===== src/rtl/vga_pkg.sv =====
// Shared constants and state encoding for the VGA text terminal.
package vga_pkg;

  localparam int SCR_COLS       = 80;
  localparam int SCR_ROWS       = 25;
  localparam int TERM_FIRST_ROW = 1;

  localparam logic [15:0] BLANK_WORD = 16'h2020;

  // control codes
  localparam logic [7:0] CH_BS    = 8'h08;
  localparam logic [7:0] CH_LF    = 8'h0A;
  localparam logic [7:0] CH_FF    = 8'h0C;
  localparam logic [7:0] CH_CR    = 8'h0D;
  localparam logic [7:0] CH_SPACE = 8'h20;

  // byte addresses derived from the screen geometry
  localparam logic [10:0] ROW_STEP      = 11'(SCR_COLS);
  localparam logic [10:0] CUR_HOME      = 11'(TERM_FIRST_ROW * SCR_COLS);
  localparam logic [10:0] LAST_ROW_BASE = 11'((SCR_ROWS - 1) * SCR_COLS);
  localparam logic [10:0] SCR_LAST_DST  = 11'((SCR_ROWS - 1) * SCR_COLS - 2);
  localparam logic [10:0] CLR_LAST      = 11'(SCR_ROWS * SCR_COLS - 2);
  localparam logic [6:0]  LAST_COL      = 7'(SCR_COLS - 1);

  typedef enum logic [2:0] {IDLE, PUT, SCR_RD, SCR_WR, CLR} state_t;

endpackage


===== src/rtl/vga_term_flash.sv =====
// Free-running flash prescaler: toggles flash every DIV clock cycles.
module vga_term_flash
  import vga_pkg::*;
#(
  parameter logic [23:0] DIV = 24'd5000000
) (
  input  logic clk,
  input  logic rst_n,
  output logic flash
);

  logic [23:0] cnt;

  // count DIV cycles, then wrap and flip the flash phase
  always_ff @(posedge clk or negedge rst_n) begin
    if (!rst_n) begin
      cnt   <= '0;
      flash <= 1'b0;
    end else if (cnt == DIV - 24'd1) begin
      cnt   <= '0;
      flash <= ~flash;
    end else begin
      cnt <= cnt + 24'd1;
    end
  end

endmodule


===== src/rtl/vga_term.sv =====
// VGA text terminal: writes a character stream into an 80x25 text buffer
// over a Wishbone master port, scrolling rows 1..24 when the cursor leaves
// the last row. Row 0 is never touched.
// Optional: define VGA_TERM_CLS_EN to make 0x0C clear the terminal area.
module vga_term
  import vga_pkg::*;
#(
  parameter logic [23:0] FLASH_DIV = 24'd5000000
) (
  input  logic        wb_clk_i,
  input  logic        wb_rst_n_i,
  input  logic [7:0]  ch_i,
  input  logic        ch_valid_i,
  output logic        ch_ready_o,
  input  logic        cursor_en_i,
  input  logic        cur_block_i,
  output logic [15:0] wb_adr_o,
  output logic [15:0] wb_dat_o,
  input  logic [15:0] wb_dat_i,
  output logic        wb_cyc_o,
  output logic        wb_stb_o,
  output logic        wb_we_o,
  output logic [1:0]  wb_sel_o,
  input  logic        wb_ack_i,
  output logic [10:0] cursor_o,
  output logic        cursor_on_o,
  output logic        cursor_type_o,
  output logic        flash_o
);

  state_t      state, state_nx;
  logic [10:0] cur;     // cursor byte address
  logic [6:0]  col;     // cursor column, kept alongside cur to avoid a divide
  logic [10:0] ptr;     // scroll destination / clear address
  logic [15:0] rdat;    // word latched during the scroll read
  logic [7:0]  ch_q;    // character being written
  logic        gap;     // forces one idle bus cycle after every ack
  logic        cls;     // current CLR pass came from a form feed
  logic        ack;
  logic [10:0] adr;
  logic        at_last_row;

  assign ack         = wb_ack_i & wb_stb_o;
  assign at_last_row = (cur >= LAST_ROW_BASE);
  assign ch_ready_o  = (state == IDLE);
  assign cursor_o    = cur;
  assign wb_adr_o    = {5'b0, adr};

  // state register
  always_ff @(posedge wb_clk_i or negedge wb_rst_n_i) begin
    if (!wb_rst_n_i) state <= IDLE;
    else             state <= state_nx;
  end

  // next state and bus outputs
  always_comb begin
    state_nx = state;
    wb_cyc_o = 1'b0;
    wb_stb_o = 1'b0;
    wb_we_o  = 1'b0;
    wb_sel_o = 2'b00;
    wb_dat_o = '0;
    adr      = '0;
    case (state)
      IDLE: begin
        if (ch_valid_i) begin
          if (ch_i >= CH_SPACE)                 state_nx = PUT;
          else if (ch_i == CH_LF && at_last_row) state_nx = SCR_RD;
`ifdef VGA_TERM_CLS_EN
          else if (ch_i == CH_FF)               state_nx = CLR;
`endif
        end
      end
      PUT: begin
        wb_cyc_o = ~gap;
        wb_stb_o = ~gap;
        wb_we_o  = 1'b1;
        adr      = cur;
        wb_sel_o = cur[0] ? 2'b10 : 2'b01;
        wb_dat_o = {ch_q, ch_q};
        if (ack) state_nx = (col == LAST_COL && at_last_row) ? SCR_RD : IDLE;
      end
      SCR_RD: begin
        wb_cyc_o = ~gap;
        wb_stb_o = ~gap;
        adr      = ptr + ROW_STEP;
        wb_sel_o = 2'b11;
        if (ack) state_nx = SCR_WR;
      end
      SCR_WR: begin
        wb_cyc_o = ~gap;
        wb_stb_o = ~gap;
        wb_we_o  = 1'b1;
        adr      = ptr;
        wb_sel_o = 2'b11;
        wb_dat_o = rdat;
        if (ack) state_nx = (ptr == SCR_LAST_DST) ? CLR : SCR_RD;
      end
      CLR: begin
        wb_cyc_o = ~gap;
        wb_stb_o = ~gap;
        wb_we_o  = 1'b1;
        adr      = ptr;
        wb_sel_o = 2'b11;
        wb_dat_o = BLANK_WORD;
        if (ack && ptr == CLR_LAST) state_nx = IDLE;
      end
      default: state_nx = IDLE;
    endcase
  end

  // cursor, scroll pointer and bus bookkeeping
  always_ff @(posedge wb_clk_i or negedge wb_rst_n_i) begin
    if (!wb_rst_n_i) begin
      cur  <= CUR_HOME;
      col  <= '0;
      ptr  <= '0;
      rdat <= '0;
      ch_q <= '0;
      gap  <= 1'b0;
      cls  <= 1'b0;
    end else begin
      gap <= ack;
      case (state)
        IDLE: begin
          if (ch_valid_i) begin
            ch_q <= ch_i;
            case (ch_i)
              CH_CR: begin
                cur <= cur - {4'b0, col};
                col <= '0;
              end
              CH_BS: begin
                if (col != '0) begin
                  cur <= cur - 11'd1;
                  col <= col - 7'd1;
                end
              end
              CH_LF: begin
                if (at_last_row) ptr <= CUR_HOME;
                else             cur <= cur + ROW_STEP;
              end
`ifdef VGA_TERM_CLS_EN
              CH_FF: begin
                ptr <= CUR_HOME;
                cls <= 1'b1;
              end
`endif
              default: ;
            endcase
          end
        end
        PUT: begin
          if (ack) begin
            if (col == LAST_COL) begin
              col <= '0;
              if (at_last_row) begin
                cur <= LAST_ROW_BASE;
                ptr <= CUR_HOME;
              end else begin
                cur <= cur + 11'd1;
              end
            end else begin
              cur <= cur + 11'd1;
              col <= col + 7'd1;
            end
          end
        end
        SCR_RD: if (ack) rdat <= wb_dat_i;
        SCR_WR: begin
          if (ack) ptr <= (ptr == SCR_LAST_DST) ? LAST_ROW_BASE : ptr + 11'd2;
        end
        CLR: begin
          if (ack) begin
            if (ptr == CLR_LAST) begin
              if (cls) begin
                cur <= CUR_HOME;
                col <= '0;
              end
              cls <= 1'b0;
            end else begin
              ptr <= ptr + 11'd2;
            end
          end
        end
        default: ;
      endcase
    end
  end

  // cursor attributes to the text adapter; cursor hidden while busy
  always_ff @(posedge wb_clk_i or negedge wb_rst_n_i) begin
    if (!wb_rst_n_i) begin
      cursor_on_o   <= 1'b0;
      cursor_type_o <= 1'b0;
    end else begin
      cursor_on_o   <= cursor_en_i & (state == IDLE);
      cursor_type_o <= cur_block_i;
    end
  end

  vga_term_flash #(.DIV(FLASH_DIV)) u_flash (
    .clk   (wb_clk_i),
    .rst_n (wb_rst_n_i),
    .flash (flash_o)
  );

endmodule


===== config.mk =====
export PLATFORM = sky130hd
export DESIGN_NAME = vga_term
export DESIGN_NICKNAME = d
export VERILOG_FILES = /design/src/rtl/vga_pkg.sv /design/src/rtl/vga_term_flash.sv /design/src/rtl/vga_term.sv
export SDC_FILE = /design/constraint.sdc
export NUM_CORES = 1
export LEC_CHECK = 0
export CORE_ASPECT_RATIO = 0.6
export CORE_MARGIN = 2
export CORE_UTILIZATION = 59
export DETAILED_ROUTE_END_ITERATION = 6
export PLACE_DENSITY_LB_ADDON = 0.1
export SLEW_MARGIN = 20
export SYNTH_ARGS = -nofsm -noshare
export SYNTH_HDL_FRONTEND = slang
export SYNTH_SLANG_ARGS = --single-unit
export TNS_END_PERCENT = 10

===== constraint.sdc =====
create_clock -name wb_clk_i -period 4.5 [get_ports wb_clk_i]
set_input_delay 0.9 -clock wb_clk_i [delete_from_list [all_inputs] [get_ports wb_clk_i]]
set_output_delay 0.9 -clock wb_clk_i [all_outputs]
set_load 0.1 [all_outputs]

* After elaboration in Yosys (flattened, before gate mapping)
Cells that the tools add are included.
Operators by class: bitwise logic cells 5, add/sub/neg operators 9, multipliers 0, eq/ne operators 26, reductions and logical operators 17, divide/modulo/power cells 0, shift operators 0, $lt $le $gt $ge 2, muxes and demuxes 41
Operator list (number):
- $mux 11 | 15
- $pmux 11 s3 | 2
- $pmux 16 s3 | 1
- $pmux 11 s4 | 1
- $mux 7 | 4
- $pmux 7 s2 | 2
- $add 24x1->24 const B | 1
- $eq 24x23->1 const B | 1
- $eq 8x4->1 const B | 3
- $mux 24 | 1
- $mux 3 | 8
- $add 11x7->11 const B | 2
- $eq 11x11->1 const B | 2
- $pmux 11 s2 | 1
- $ne 2x2->1 const B | 9
- $reduce_and 8->1 | 2
- $pmux 3 s5 | 1
- $add 11x1->11 const B | 1
- $add 11x2->11 const B | 1
- $ge 11x11->1 const B | 1
- $sub 11x1->11 const B | 1
- $sub 11x7->11 | 1
- $reduce_and 9->1 | 1
- $ge 8x6->1 const B | 1
- 25 further kinds | 37
Word-level totals: memories kept 0, output and inout port bits 52, latch bits 0, ROM bits 0, register bits 84, input port bits 30, logic and storage cells 111, memory bits (writable) 0

* Depth between registers and ports, before layout
word-level depth 7, gate-level depth with buffers 11, depth with buffers taken out 11

* By module
A second synthesis with hierarchy kept.
Unflattened totals: cell total of the unflattened synthesis 621, area total of the unflattened synthesis 5684.2 um2
By module, submodules not included:
- vga_term | sequential area each 1453.9 um2, area an instance 4428.0 um2, cells each 502, instances 1
- vga_term_flash | sequential area each 625.6 um2, area an instance 1256.2 um2, cells each 119, instances 1

* Worst setup path after synthesis
Ideal clock, no wire load.
kind flip-flop to output port, from register state[1], to output wb_stb_o, path buffers 2, slack -55 ps, data arrival time 3655 ps, cell stages (with the launch flop) 5, data required time 3600 ps, cells stage by stage dfrtp_1 clkbuf_1 nor3_2 nor3_1 buf_4
Between the ends: word-level cells in the longest chain between the ends 3, elaborated cells between the ends (all ways) 6, classes of those cells 4 x eq/ne; 1 x mux; 1 x reduce/logical
Ends and longest elaborated chain:
- from (decl) | line vga_term.sv:31 | state_t state, state_nx;
- from (signal assigned) | line vga_term.sv:52 | else state <= state_nx;
- $eq 3x3->1 (tied with other cells)
- $reduce_or 4->1 (no line) (*)
- $mux 1 (*)
- to (decl) | line vga_term.sv:21 | output logic wb_stb_o,
Mark *: on every way between the ends. The rest lies on a longest branch, timed or not.

* Final worst setup path
from input ch_i[7], to register cur[8], in the netlist cursor_o[8]
Between the ends: word-level cells in the longest chain between the ends 4, elaborated cells between the ends (all ways) 10, classes of those cells 6 x eq/ne; 3 x mux; 1 x reduce/logical
Ends and longest elaborated chain:
- from (decl) | line vga_term.sv:12 | input logic [7:0] ch_i,
- $eq 8x4->1 | line vga_term.sv:128 | case (ch_i)
- $pmux 11 s3 | line vga_term.sv:128
- $mux 11 | line vga_term.sv:126 | if (ch_valid_i) begin
- $pmux 11 s2 | line vga_term.sv:124 | case (state)
- to (signal assigned) | line vga_term.sv:130 | cur <= cur - {4'b0, col};
- to (signal assigned) | line vga_term.sv:135 | cur <= cur - 11'd1;
- to (signal assigned) | line vga_term.sv:141 | else cur <= cur + ROW_STEP;
- to (decl) | line vga_term.sv:32 | logic [10:0] cur;
Several ways; a longest one is shown, not always the timed one. The select of a mux whose other input is x is not followed. A chain may end at the register's enable or synchronous reset.

==> flow_summary.ini <==
[pwr]
p_per_area_mw_per_mm2 = 838
total_power_uw = 5450
clkPwrFrac_pct = 15.0
power_frac_comb_pct = 62.8
p_int_uw = 2370
swShare_pct = 56.5
seq_power_share_pct = 22.2
worst_ir_drop_vdd_mv = 0.820
power_switching_uw = 3080
leakage_uw = 0.00275

[cells_and_area]
area.growth.synth_to_final_pct = 19.3
fin_util_pct = 71.6
layout_commonest_cell = dfrtp_1
multi_input_area_mm2 = 0.00313
fill_cells = 661
register_area_mm2 = 0.00208
antennaDiodeCount = 0
layout_common_cells = 81 x dfrtp_1, 52 x nor2_1, 48 x nand2_1
fin_nets = 721
drive_above_1_share_pct = 15.1

[critical_path]
cp.depth = 12
crit_chain = clkdlybuf4s50_1 -> nor4_4 -> nand3_2 -> nand2_1 -> inv_1 -> fa_1 -> nand2b_1 -> a21oi_1 -> o21ai_0 -> a31oi_1 -> mux2_2 -> o211a_1
worst_r2r_endpoint = ptr[9]
slowest_delay_ns = 0.51
reg2reg_depth = 6
reg2reg_from = state[2]
r2r_setup_slack_ns = 1.67
crit_fanout = 6
cp.buffers_inverters = 2
crit_arrival_ns = 4.04
critPathTopFamily = simple AND/OR/NAND/NOR gates
cp-startpoint = ch_i[7]
critical_path.endpoint = cursor_o[8]
crit_path_start_kind = input pin
endpoint_kind = flop
required_ns = 4.74
crit_slowest_cell = clkdlybuf4s50_1
critPathKind = in2reg

[floorplan]
dieHeight_um = 78.5
rows = 27
core_mm2 = 0.00909
dieArea_mm2 = 0.0101
start_util_pct = 60.0
ios = 82
chipWidth_um = 128

[placed_design]
dp_hpwl_mm = 11.3
gp_congestion = 0.967
numPortBuffers = 76

[synthesis]
synth_cell_types = 69
synth_area_leaders = dfrtp_1 37%, mux2_2 5.2%, ha_1 4.6%
synth_top_area_share_pct = 37.2
syn-cell-area_mm2 = 0.00545
avgSynthCellArea_um2 = 8.92
ys.flop_type = dfrtp_1
yosys_warnings = 0
syn_inst = 611
synth_edf_count = 0
synth_seq_cells = 83
synthArstFlopShare_pct = 100
ys_seq_area_share_pct = 38.1
synth_top_cell_by_area = dfrtp_1

[global_routing]
grt.total_usage_pct = 31.7
antenna_found_initial = 0
grt_pass1_vias = 4761
grt_use_met2_pct = 43.6
use_met1_pct = 48.0
grt_use_met3_pct = 10.3
grt_pass1_wl_mm = 24.7
grt_max_degree = 84
busiest_layer = met1
grt-ovfl-total = 0

[detailed_routing]
drc = 0
wirelength_mm = 15.5
ant_nets = 0
vias_per_cell = 6.37
wl_per_cell_um = 19.5
drtPass1Iterations = 6
vias = 5036
drt_iter0_drc = 567

[timing]
period_minus_slack_ns = 3.80
fin_crit_sh_pct = 84.4
worst_pin_slew_ns = 0.980
fin_skew_ns = 0.00520
setup_viol = 0
rsz0062_at_grt = false
relSlewSlack_pct = 34.4
final_max_slew_viol_count = 0
finalHoldViolCount = 0
max_freq_ghz = 0.263

[clock_tree]
cts_num_sinks = 83
clockBufferDepth = 2
cts_made_buffers = 9
clock_latency_ns = 0.35
postCtsSetupBuffers = 0
clk_pin_slew_ns = 0.07
clock-root-buffer = clkbuf_16
cts_tree = yes
cts_max_level = 3
cts-resized-gates = 0
holdBufCountCts = 0

[status]
status = complete, no violations

[min_path]
hp-class = reg2reg

[run]
maxCapViolations = 0
==> sequential cells by signal (all words and copies together) (netlist names) <==
register       cells
ch_q               8
col                7
u_flash.flash      1
cursor_on_o        1
gap                1
cursor_o          11
rdat              16
ptr               10
cursor_type_o      1
state              3
u_flash.cnt       24
==> power by group through the flow <==
stage / Sequential [µW] / Combinational [µW] / Clock [µW]
2_1_floorplan: 1410 / 2420 / 0
3_3_place_gp: 1200 / 3330 / 0
3_5_place_dp: 1210 / 3370 / 0
4_1_cts: 1200 / 3380 / 827
5_1_grt: 1230 / 3590 / 858
6_report: 1210 / 3420 / 817
==> routing by layer <==
metal	vias up	routed length (µm)
li1	2337	-
met1	2413	7450
met2	259	6200
met3	27	1640
met4	0	177
met5	-	0
==> cells in the mapped netlist (all sizes together) (2+ instances only) <==
library cell	number
a211oi	3
a21o	5
a21oi	38
a221oi	4
a22o	14
a22oi	8
a2bb2oi	2
a31oi	8
a32oi	4
and2	5
and3	12
buf	15
clkbuf	24
dfrtp	81
dfstp	2
ha	20
inv	24
mux2	25
nand2	48
nand2b	5
nand3	24
nand3b	3
nand4	15
nor2	53
nor2b	9
nor3	19
nor3b	5
nor4	5
nor4b	3
o21a	2
o21ai	41
o21bai	3
o22ai	10
o31ai	7
o41ai	6
or2	4
or3	2
or4	4
xnor2	22
xor2	10
==> how the worst min path moves through the flow <==
stage | from | end | depth (start not counted)
floorplan | u_flash.cnt[23] | u_flash.cnt[23] | 1
global placement | u_flash.flash | u_flash.flash | 1
detailed placement | u_flash.flash | u_flash.flash | 1
CTS | u_flash.flash | u_flash.flash | 1
global route | u_flash.flash | u_flash.flash | 1
finish | u_flash.flash | u_flash.flash | 1
==> through the flow <==
stage	std cells	setup slack [ns]	area (µm²)	setup TNS [ns]	hold WS (ns)
global placement	775	0.529	6170	0	0.454
finish	791	0.701	6500	0	0.468
global route	791	0.519	6500	0	0.477
CTS	791	0.759	6500	0	0.469
detailed placement	775	0.419	6170	0	0.460
floorplan	615	-0.00376	5480	-0.00376	0.443
==> logic make-up after synthesis <==
logic type | after synthesis | share of synthesized area [%]
adders and majority gates | 21 | 4.96
buffers and inverters | 63 | 4.96
AOI/OAI and AO/OA | 165 | 20.1
xor gates and xnor gates | 32 | 5.14
muxes | 26 | 5.35
DFF | 83 | 38.1
other | 1 | 0.0688
and+or+nand+nor | 220 | 21.3
==> layout make-up <==
class / instances / share of cell area, %
multi-input cells: 469 / 48.1
repair buffers: 83 / 11.3
clock inverters: 7 / 1.52
well taps: 116 / 2.23
inverters: 24 / 1.39
flip-flops and latches: 83 / 32.0
clock buffers: 9 / 3.46
Note: power is estimated with default switching activity, not from simulation.
